==> config.mk <==
export PLATFORM = sky130hd
export DESIGN_NAME = memory_arbiter
export DESIGN_NICKNAME = d
export VERILOG_FILES = /design/src/rtl/memory_arbiter.sv
export SDC_FILE = /design/constraint.sdc
export NUM_CORES = 1
export LEC_CHECK = 0
export CAP_MARGIN = 5
export CORE_ASPECT_RATIO = 1.75
export CORE_MARGIN = 2
export CORE_UTILIZATION = 40
export DETAILED_ROUTE_END_ITERATION = 10
export GPL_ROUTABILITY_DRIVEN = 1
export PLACE_DENSITY = 0.82
export REMOVE_ABC_BUFFERS = 1
export SETUP_SLACK_MARGIN = 0.4
export SYNTH_ARGS = -nofsm -noshare
export SYNTH_HDL_FRONTEND = slang
export SYNTH_SLANG_ARGS = --single-unit
export TNS_END_PERCENT = 50
==> constraint.sdc <==
create_clock -name CLK -period 3.5 [get_ports CLK]
set_input_delay 0.7 -clock CLK [delete_from_list [all_inputs] [get_ports CLK]]
set_output_delay 0.7 -clock CLK [all_outputs]
set_load 0.005 [all_outputs]
==> src/rtl/memory_arbiter.sv <==
// Serializes instruction fetches and data loads/stores onto one single-ported RAM.
// Data requests win; one access in flight; each completes with a one-cycle hit pulse.
module memory_arbiter #(
  parameter int WORD_W  = 32,
  parameter int TIMEOUT = 64,
  parameter int CNT_W   = 7
) (
  input  logic              CLK,
  input  logic              nRST,
  input  logic              iREN,
  input  logic [WORD_W-1:0] iaddr,
  output logic              ihit,
  output logic [WORD_W-1:0] iload,
  input  logic              dREN,
  input  logic              dWEN,
  input  logic [WORD_W-1:0] daddr,
  input  logic [WORD_W-1:0] dstore,
  output logic              dhit,
  output logic [WORD_W-1:0] dload,
  output logic              ramREN,
  output logic              ramWEN,
  output logic [WORD_W-1:0] ramaddr,
  output logic [WORD_W-1:0] ramstore,
  input  logic [WORD_W-1:0] ramload,
  input  logic              ramready,
  output logic              err
);

  typedef enum logic [2:0] {IDLE, DACC, IACC, DRESP, IRESP} state_t;

  localparam logic [CNT_W-1:0] LAST = CNT_W'(TIMEOUT - 1);

  state_t           state;
  logic [CNT_W-1:0] cnt;

  // The RAM-side outputs double as the latched request, so live inputs are
  // never consulted again once an access has started.
  always_ff @(posedge CLK or negedge nRST) begin
    if (!nRST) begin
      state    <= IDLE;
      cnt      <= '0;
      ihit     <= 1'b0;
      dhit     <= 1'b0;
      iload    <= '0;
      dload    <= '0;
      ramREN   <= 1'b0;
      ramWEN   <= 1'b0;
      ramaddr  <= '0;
      ramstore <= '0;
      err      <= 1'b0;
    end else begin
      ihit <= 1'b0;
      dhit <= 1'b0;
      case (state)
        IDLE: begin
          if (dREN || dWEN) begin
            ramaddr  <= daddr;
            ramstore <= dstore;
            ramWEN   <= dWEN;
            ramREN   <= !dWEN;
            cnt      <= '0;
            state    <= DACC;
          end else if (iREN) begin
            ramaddr <= iaddr;
            ramWEN  <= 1'b0;
            ramREN  <= 1'b1;
            cnt     <= '0;
            state   <= IACC;
          end
        end
        DACC, IACC: begin
          if (ramready || cnt == LAST) begin
            ramREN <= 1'b0;
            ramWEN <= 1'b0;
            if (!ramready) err <= 1'b1;
            if (state == DACC) begin
              dload <= ramready ? ramload : '0;
              dhit  <= 1'b1;
              state <= DRESP;
            end else begin
              iload <= ramready ? ramload : '0;
              ihit  <= 1'b1;
              state <= IRESP;
            end
          end else begin
            // Abort fires at LAST, so the count tops out there and never wraps.
            cnt <= cnt + 1'b1;
          end
        end
        DRESP, IRESP: state <= IDLE;
        default:      state <= IDLE;
      endcase
    end
  end

endmodule
### Yosys cells after proc, flatten, opt, wreduce, memory -nomap -nowiden

Cells that the tools add are included.

* add/subtract/negate cells: 1
* equality and inequality tests: 6
* multiplexer cells: 25
* bitwise operators: 2
* reduce and logical (&&, ||, !) cells: 15

Operator list (number)
* 32-bit two-way mux: 3
* 7-bit two-way mux: 3
* 3-bit AND reduction: 5
* 7-bit one-hot mux with 2 select lines: 1
* 3-bit two-way mux: 4
* 1-bit two-way mux: 11
* 7-bit by 1-bit adder with 7-bit output, second input constant: 1
* 7-bit by 6-bit equality test with 1-bit output, second input constant: 1
* 3-bit one-hot mux with 2 select lines: 1
* 2-bit AND reduction: 3
* 2-bit != test, second input constant: 2
* 1-bit one-hot mux with 2 select lines: 2
* 2-bit nonzero test: 2
* 3-bit by 1-bit equality test with 1-bit output, second input constant: 1
* 3-bit by 2-bit equality test with 1-bit output, second input constant: 1
* 3-bit zero test: 1
* 3-bit != test, second input constant: 1
* 1-bit logical OR: 2
* 1-bit NOT: 2
* 2-bit OR reduction: 1
* 1-bit zero test: 1

* register bits: 143
* input port bits: 134
* output and inout bits: 133
* word-level logic and storage cells: 60

### Longest topological paths before layout

Gate-level depths: netlist of run 1.

* depth after elaboration: 4
* gate-level depth with buffers: 7

### Worst setup path after synthesis of run 1

No wires, ideal clock.

* path kind: input-to-reg
* from: in dWEN
* to: reg ramstore[10]
* arrival time: 1714 ps
* required time: 3375 ps
* path slack: 1661 ps
* stages on the path: 4
* path through: or2_2 -> nand2_1 -> buf_2 -> mux2_2

* cells in the longest elaborated chain, start to end: 2

Ends and longest elaborated chain
* from (decl): RTL line 15 `input logic dWEN,`
* 1-bit logical OR: RTL line 56 `if (dREN || dWEN) begin`
* 2-bit AND reduction (no line)
* to (signal assigned): RTL line 58 `ramstore <= dstore;`
* to (decl): RTL line 23 `output logic [WORD_W-1:0] ramstore,`

No other way between the ends.
A chain may end at the register's enable or synchronous reset.

### Worst setup path in the final report of run 1

* from: in dWEN
* to: reg ramaddr[30]

* cells in the longest elaborated chain, start to end: 3

Ends and longest elaborated chain
* 1-bit logical OR (*): RTL line 56
* 2-bit nonzero test (no line)
* 2-bit AND reduction (no line)
* to (signal assigned): RTL line 57 `ramaddr <= daddr;`
* to (signal assigned): RTL line 64 `ramaddr <= iaddr;`
* to (decl): RTL line 22 `output logic [WORD_W-1:0] ramaddr,`

Every way passes the cells marked *; elsewhere a longest branch is shown, timed or not.

==> impl_metrics.yaml, run 1 <==
timing:
  setup_ws_ps: 1253
  maxSlewViolCount: 0
  setup_violations: 0
  rsz0062_at_grt: "false"
  clock_skew_ps: 10.93
  finalCritPeriodShare_pct: 64.19
  worst_pin_slew_ps: 718.9
  slew_headroom_pct: 52.07
  min_period_ps: 2247
  fmax_ghz: 0.4451
  tns_ps: 0
  holdWs_ps: 301.5
  hold_violations: 0
place:
  hpwl_um: 12150
  dpl_cell_area_um2: 8447
  portBuffers: 266
  gp_congestion: 0.8133
  dp_slack_ps: 853.5
floorplanning:
  fp.dieArea_um2: 15220
  die_y_um: 161.7
  core_um2: 13910
  placementRows: 57
  initial_utilization_pct: 40.87
  boundaryPins: 267
  die_w_um: 94.11
worst_setup_path:
  cp_data_arrival_time_ps: 2500
  crit_family: "buffers and inverters"
  path_buf_inv: 2
  required_ps: 3750
  critical_path.max_fanout: 65
  critPathSlowestCell: "clkdlybuf4s50_1"
  endpoint_kind: "flop"
  critPathKind: "primary input to flop"
  worstPathCellList: "clkdlybuf4s50_1 > or2_2 > o21ai_4 > buf_4 > o21ai_0"
  startpoint_type: "primary input"
  max_stage_delay_ps: 500
synth:
  synth_ff_type: "dfrtp_1"
  ys_ff_latch: 143
  synth.distinct_cells: 36
  synthMuxAreaShare_pct: 11.97
  syn_area_um2: 5684
  synth-simple-area-share_pct: 4.821
  syn_area_per_cell_um2: 13.34
  synth_xor_area_share_pct: 0.1541
  yosysWarnings: 0
  synth-edff-count: 0
  ys_top_cells_by_count: "dfrtp_1, a22o_1, nand2_1, o21ai_0"
  synth_top_cells_by_area: "dfrtp_1, a22o_1, mux2_2, mux2i_1, o21ai_0"
  yosysMostFrequentCell: "dfrtp_1"
  synth_top_family_by_area: "compound AO/OA/AOI/OAI gates"
  ys_seq_area_share_pct: 62.95
  synth-compound-area-share_pct: 16.05
  postSynthCellCount: 426
  yosys.area.top_type: "dfrtp_1"
  yosys.area.top_type_share_pct: 62.95
  synth_adder_area_share_pct: 0.2201
  async_reset_ff_share_pct: 100.0
cts:
  clk_pin_slew_ps: 60
  ctsHoldBuffers: 0
  cts_resized: 0
  clkSinkCount: 143
  clock_path_buffers: 2
  post_cts_buffers: 0
  htreeDepth: 4
  clk-insertion-delay-late_ps: 400
  root_buffer: "clkbuf_16"
  cts_tree: "yes"
  numCtsBuffers: 17
power_and_ir_drop:
  swShare_pct: 29.80
  max-vdd-ir-drop_mv: 0.3733
  p_per_area_nw_per_um2: 898.3
  p_leak_nw: 3.902
  p_comb_share_pct: 40.4
  switchingPower_w: 0.002435
  p_int_w: 0.005738
  clockPowerShare_pct: 23.9
  pwr-share-seq_pct: 35.6
grt:
  grt_max_degree: 79
  overflow: 0
  antenna_found_initial: 1
  first_global_vias: 4825
  grtUsageTotal_pct: 21.95
  grt_pass1_wl_um: 25630
cells_and_area:
  nets: 821
  final_util_pct: 65.43
  finalInstanceArea_um2: 9099
  area_growth_pct: 60.07
  drive_gt1_share_pct: 11.02
drt:
  first_pass_iters: 4
  totalWireLength_um: 16480
  vias: 4599
  via_per_inst: 5.244
  first_iter_violations: 185
  drc: 0
  wl_per_cell_um: 18.79
  ant_nets: 0
flow_run:
  max-cap-violations: 0
outcome:
  status: "complete, no violations"
min_path:
  hold_path_class: "primary input to async pin"
-- cells by family (layout without fill, tap and decap cells) --
| group | count (synthesis) | after routing |
|---|---|---|
| AO/OA/AOI/OAI | 123 | 123 |
| multiplexers | 64 | 64 |
| other | 0 | 1 |
| adder cells (fa/ha/maj) | 1 | 1 |
| XOR/XNOR | 1 | 1 |
| flip-flops | 143 | 143 |
| buffers and inverters | 37 | 310 |
| AND/OR/NAND/NOR | 57 | 57 |
-- final timing paths --
check | from | end | slack, ps | cells past startpoint
min | nRST | ramstore[23]$_DFFE_PN0P_ | 300 | 1
min reg2reg | err$_DFFE_PN0P_ | err$_DFFE_PN0P_ | 460 | 2
max | dWEN | ramaddr[30]$_DFFE_PN0P_ | 1250 | 5
max in group asynchronous | nRST | ramstore[30]$_DFFE_PN0P_ | 2340 | 2
min in group CLK | err$_DFFE_PN0P_ | err$_DFFE_PN0P_ | 460 | 2
max reg2reg | cnt[0]$_DFFE_PN0P_ | iload[6]$_DFFE_PN0P_ | 1310 | 5
-- worst reg2reg max path: stages (launching register included) --
cell and delay (ps):
dfrtp_1 390, ha_1 230, and4b_1 230, a31o_1 400, nand3_4 420, a22o_1 400
-- through the flow --
stage,cells,total power [W]
4_1_cts,876,0.008250
3_3_place_gp,844,0.006113
5_1_grt,877,0.008635
2_1_floorplan,395,0.004138
3_5_place_dp,844,0.006261
6_report,877,0.008173
-- per-layer routing --
metal	part of all wire (%)	up-vias	wire length (um)	global-route usage, %
met2	54	206	8967	38.47
met1	36	2266	5976	24.42
met3	5.1	44	835	5.195
met5	0	-	0	0
met4	4.2	0	696	11.20
li1	-	2083	-	-
-- power by group through the flow --
stage	clock network, W	logic (W)	registers (W)
3_3_place_gp	0	0.00322	0.00289
2_1_floorplan	0	0.00122	0.00292
3_5_place_dp	0	0.00334	0.00292
5_1_grt	0.00207	0.00356	0.00300
4_1_cts	0.00199	0.00335	0.00291
6_report	0.00196	0.00330	0.00291
-- registers in the layout, indices dropped and copies added, names as in the netlist --
register and count:
ramWEN 1, ramaddr 32, dhit 1, ramstore 32, err 1, iload 32
cnt 7, dload 32, state 3, ihit 1, ramREN 1
-- placed cells by master (no fill, tap or decap), types with 2 or more instances in the layout --
| cell type | n |
|---|---|
| a21oi_1 | 5 |
| a22o_1 | 65 |
| a31oi_1 | 4 |
| and3_1 | 3 |
| buf_4 | 5 |
| bufinv_16 | 4 |
| clkbuf_16 | 17 |
| clkbuf_8 | 2 |
| clkdlybuf4s50_1 | 265 |
| clkinvlp_4 | 2 |
| dfrtp_1 | 143 |
| inv_1 | 6 |
| inv_6 | 7 |
| mux2_2 | 32 |
| mux2i_1 | 32 |
| nand2_1 | 37 |
| nand3_1 | 3 |
| nand3_4 | 2 |
| nor2_1 | 4 |
| nor3_1 | 3 |
| o21a_1 | 2 |
| o21ai_0 | 34 |
| o2bb2ai_1 | 3 |
-- final cells by class --
| type | count | area (um2) |
|---|---|---|
| Multi-Input combinational cell | 246 | 1903 |
| Clock inverter | 13 | 196.4 |
| Clock buffer | 19 | 452.9 |
| Sequential cell | 143 | 3578 |
| Tap cell | 177 | 221.5 |
| Antenna cell | 1 | 2.502 |
| Timing Repair Buffer | 272 | 2721 |
| Fill cell | 1052 | 4808 |
| Inverter | 6 | 22.52 |
Power figures use the tool's default switching activity.
==> run 2: changes to the inputs <==
Clock period 3.5 ns to 2.1 ns, I/O delays scaled along.
==> impl_metrics.yaml, run 2 (same netlist as run 1, synthesis figures left out) <==
outcome:
  status: "complete, no violations"
timing:
  hold_violations: 0
  rsz0062_at_grt: "true"
  min_period_ps: 1728
  fmax_ghz: 0.5786
  setup_ws_ps: 371.7
  maxSlewViolCount: 0
  slew_headroom_pct: 67.55
  setup_violations: 0
  finalCritPeriodShare_pct: 82.30
  worst_pin_slew_ps: 485.0
  clock_skew_ps: 9.619
  holdWs_ps: 476.8
cts:
  clkSinkCount: 143
  root_buffer: "clkbuf_16"
  numCtsBuffers: 17
  htreeDepth: 4
  cts_tree: "yes"
  clock_path_buffers: 2
  clk-insertion-delay-late_ps: 400
  clk_pin_slew_ps: 60
grt:
  antenna_found_initial: 2
  grt_pass1_wl_um: 26860
  grt.busiest_layer: "met2"
  grt_use_met2_pct: 40.49
  first_global_vias: 4986
  overflow: 0
  grt_use_met3_pct: 4.082
  grt_max_degree: 66
  grtUsageMet1_pct: 25.97
  grtUsageTotal_pct: 22.99
drt:
  drc: 0
  first_iter_violations: 174
  via_per_inst: 5.288
  totalWireLength_um: 17440
  first_pass_iters: 5
  ant_nets: 0
  vias: 4712
  wl_per_cell_um: 19.57
power_and_ir_drop:
  p_total_w: 0.01401
  p_per_area_nw_per_um2: 1484
  max-vdd-ir-drop_mv: 0.6236
  p_leak_nw: 4.390
cells_and_area:
  final_util_pct: 67.89
  drive_gt1_share_pct: 13.48
  nets: 835
  area_growth_pct: 66.10
  layout_common_cells: "clkdlybuf4s50_1, dfrtp_1, a22o_1"
  fillers: 1010
  layout_commonest_cell: "clkdlybuf4s50_1"
  multi_input_area_um2: 1954
  register_area_um2: 3578
floorplanning:
  placementRows: 57
  initial_utilization_pct: 40.87
  die_w_um: 94.11
  fp.dieArea_um2: 15220
  core_um2: 13910
  die_y_um: 161.7
  boundaryPins: 267
place:
  gp_congestion: 0.7847
  dp_slack_ps: 5.595
  hpwl_um: 12490
  portBuffers: 266
min_path:
  hold_path_class: "flop to flop"
worst_setup_path:
  critical_path.max_fanout: 2
  startpoint_type: "flop"
  worstPathCellList: "clkdlybuf4s50_1"
  endpoint_kind: "output pin"
  critPathKind: "flop to output pin"
  critPathSlowestCell: "clkdlybuf4s50_1"
  required_ps: 1680
  path_buf_inv: 1
  cp_data_arrival_time_ps: 1310
  max_stage_delay_ps: 530
  crit_family: "buffers and inverters"
flow_run:
  max-cap-violations: 0
[run 2: final timing paths]
check                                              from                  endpoint  slack (ps)  cells past startpoint
max in group asynchronous                          nRST     iload[27]$_DFFE_PN0P_         980                      3
worst max-delay path              iload[12]$_DFFE_PN0P_                 iload[12]         370                      1
worst min register to register  ramaddr[31]$_DFFE_PN0P_   ramaddr[31]$_DFFE_PN0P_         480                      2
min in group asynchronous                          nRST  ramstore[23]$_DFFE_PN0P_         500                      2
worst min-delay path            ramaddr[31]$_DFFE_PN0P_   ramaddr[31]$_DFFE_PN0P_         480                      2
worst max register to register       cnt[1]$_DFFE_PN0P_     iload[10]$_DFFE_PN0P_         400                      6
[run 2: what timing repair did]
| item | CTS | global route |
|---|---|---|
| endpoints found under the hold margin | 39 | 0 |
| pin swaps | 1 | 3 |
| hold buffers | 1 | 0 |
| gates cloned | 0 | 1 |
| setup endpoints to repair | 165 | 211 |
| buffers inserted | 2 | 3 |
| gates resized for setup | 16 | 35 |
[run 2: metrics by stage]
| stage | setup TNS [ps] | std cells | area (um2) |
|---|---|---|---|
| finish | 0 | 891 | 9442 |
| global route | 0 | 891 | 9442 |
| floorplan | -29390 | 395 | 5489 |
| global placement | 0 | 851 | 8574 |
| detailed placement | 0 | 851 | 8574 |
| CTS | 0 | 885 | 9284 |
[run 2: where the power goes]
part | total (W) | internal [W] | leakage [nW] | switching (W)
Sequential | 0.00488 | 0.00405 | 1.76 | 0.000831
Combinational | 0.00568 | 0.00351 | 2.29 | 0.00217
Clock | 0.00345 | 0.00230 | 0.334 | 0.00115
Total | 0.0140 | 0.00986 | 4.39 | 0.00415
[run 2: area by class of cell]
cell class              instances  share of cell area (%)
clock buffers                  19                   4.797
inverters                       6                  0.2385
well taps                     177                   2.346
clock inverters                12                   2.425
flip-flops and latches        143                   37.90
multi-input cells             246                   20.70
diodes                          2                 0.05301
repair buffers                286                   31.54
[run 2: per-layer routing]
layer | vias up | wire length [um]
met2 | 212 | 9591
met5 | - | 0
met3 | 49 | 753
met1 | 2348 | 6249
met4 | 0 | 844
li1 | 2103 | -
[run 2: worst reg2reg max path: stages (launching register included)]
cell and delay (ps):
dfrtp_1 390, ha_4 170, and4b_1 240, a31o_4 220
nand3_4 90, buf_12 190, a22o_1 280
==> run 3: changes to the inputs <==
Settings changed: CORE_UTILIZATION 40 to 37, PLACE_DENSITY 0.82 to 0.8.
Clock period 2.1 ns to 1.4 ns, I/O delays scaled along.
==> impl_metrics.yaml, run 3 (same netlist as run 1, synthesis figures left out) <==
grt:
  grt_pass1_wl_um: 27360
  antenna_found_initial: 0
  overflow: 0
  grtUsageTotal_pct: 21.01
  grt.busiest_layer: "met2"
  grt_use_met3_pct: 4.566
  grtUsageMet1_pct: 22.56
  first_global_vias: 5267
  grt_use_met2_pct: 38.44
  grt_max_degree: 66
power_and_ir_drop:
  p_per_area_nw_per_um2: 2180
  pwr-share-seq_pct: 35.6
  switchingPower_w: 0.006438
  swShare_pct: 32.26
  clockPowerShare_pct: 22.1
  max-vdd-ir-drop_mv: 1.202
  p_leak_nw: 4.360
  p_comb_share_pct: 42.3
  p_int_w: 0.01352
cts:
  htreeDepth: 4
  root_buffer: "clkbuf_16"
  clock_path_buffers: 2
  clk_pin_slew_ps: 70
  clk-insertion-delay-late_ps: 400
  clkSinkCount: 143
  cts_tree: "yes"
  numCtsBuffers: 17
worst_setup_path:
  max_stage_delay_ps: 350
  required_ps: 1680
  critPathSlowestCell: "dfrtp_1"
  startpoint_type: "flop"
  reg2reg_setup_slack_ps: -250
  critical_path.max_fanout: 27
  critPathKind: "flop to flop"
  endpoint_kind: "flop"
  worstPathCellList: "ha_2 > and4b_1 > a31o_4 > nand3_4 > buf_12 > a22o_1"
  cp_data_arrival_time_ps: 1930
min_path:
  hold_path_class: "primary input to async pin"
drt:
  drc: 0
  wl_per_cell_um: 18.39
  first_iter_violations: 125
  vias: 4857
  first_pass_iters: 4
  totalWireLength_um: 17560
  via_per_inst: 5.086
  ant_nets: 0
timing:
  setup_ws_ps: -251.3
  worst_pin_slew_ps: 325.1
  hold_violations: 0
  rsz0062_at_grt: "true"
  min_period_ps: 1651
  fmax_ghz: 0.6056
  setup_violations: 141
  finalCritPeriodShare_pct: 118.0
  slew_headroom_pct: 78.33
  holdWs_ps: 316.2
  maxSlewViolCount: 0
  clock_skew_ps: 9.078
cells_and_area:
  drive_gt1_share_pct: 36.93
  area_growth_pct: 61.06
  layout_commonest_cell: "dfrtp_1"
  nets: 892
  layout_common_cells: "dfrtp_1, clkdlybuf4s50_1, buf_2"
  antenna_cells: 0
outcome:
  status: "complete, but fails checks"
  violations: "setup timing"
place:
  gp_congestion: 0.8368
  portBuffers: 266
  hpwl_um: 12800
  dp_slack_ps: -508.4
floorplanning:
  die_w_um: 97.70
  fp.dieArea_um2: 16410
  boundaryPins: 267
  placementRows: 60
  die_y_um: 168.0
  initial_utilization_pct: 37.30
  core_um2: 15240
flow_run:
  max-cap-violations: 0
==> run 3: cell count changes in the layout (fill, tap and decap cells not counted), sizes merged <==
cell,before,now
clkinvlp,0,5
clkbuf,20,40
clkinv,3,1
buf,19,188
clkdlybuf4s50,226,132
dlymetal6s2s,27,0
dlygate4sd2,12,0
clkdlybuf4s15,0,2
diode,2,0
bufinv,6,2
==> run 3: final timing paths <==
check | start | endpoint | cells past startpoint
max | cnt[1]$_DFFE_PN0P_ | dload[21]$_DFFE_PN0P_ | 6
min | nRST | ramstore[30]$_DFFE_PN0P_ | 2
max reg2reg | cnt[1]$_DFFE_PN0P_ | dload[21]$_DFFE_PN0P_ | 6
min in group CLK | ramaddr[4]$_DFFE_PN0P_ | ramaddr[4]$_DFFE_PN0P_ | 2
max in group asynchronous | nRST | dload[23]$_DFFE_PN0P_ | 3
min reg2reg | ramaddr[4]$_DFFE_PN0P_ | ramaddr[4]$_DFFE_PN0P_ | 2
==> run 3: cell type report <==
class                      count  area (um2)
multi-input combinational    246        1946
clock buffer                  20       446.7
tap                          186       232.7
inverter                       6       22.52
timing repair buffer         343        2795
clock inverter                11       132.6
fill                        1272        6085
sequential                   143        3580
==> run 3: power groups by stage <==
stage	clock (W)	sequential, W	combinational, W
2_1_floorplan	0	0.00729	0.00305
3_3_place_gp	0	0.00711	0.00889
3_5_place_dp	0	0.00724	0.00921
4_1_cts	0.00449	0.00711	0.00829
5_1_grt	0.00467	0.00735	0.00913
6_report	0.00441	0.00711	0.00844
==> run 3: per-stage QoR <==
| step | std cells | utilization (%) | area [um2] | total power, W | setup TNS, ps |
|---|---|---|---|---|---|
| 2_1_floorplan | 395 | - | 5489 | 0.01035 | -93100 |
| 3_3_place_gp | 891 | 58.19 | 8869 | 0.01600 | -55370 |
| 3_5_place_dp | 891 | 58.19 | 8869 | 0.01645 | -58250 |
| 4_1_cts | 947 | 59.77 | 9109 | 0.01989 | -22250 |
| 5_1_grt | 955 | 60.07 | 9155 | 0.02115 | -31440 |
| 6_report | 955 | 60.07 | 9155 | 0.01995 | -21780 |
==> run 3: worst max-delay path: cells and delay by family (launching register included) <==
| kind | cells | cell delay [ps] |
|---|---|---|
| AOI/OAI and AO/OA | 2 | 470 |
| buffers and inverters | 1 | 180 |
| DFF | 1 | 350 |
| adders and majority gates | 1 | 180 |
| and+or+nand+nor | 2 | 330 |
==> run 3: timing repair <==
action / 4_1_cts / 5_1_grt
setup buffers: 24 / 5
hold buffers: 1 / 0
pin swaps: 8 / 1
cloned: 0 / 3
endpoints found under the setup margin: 276 / 276
resized for setup: 465 / 41
hold endpoints to repair: 27 / 0
==> run 3: metal layers <==
layer,vias to the layer above,share of wire [%]
met5,-,0
met4,0,4.6
met3,51,4.4
met2,193,56
met1,2391,35
li1,2222,-
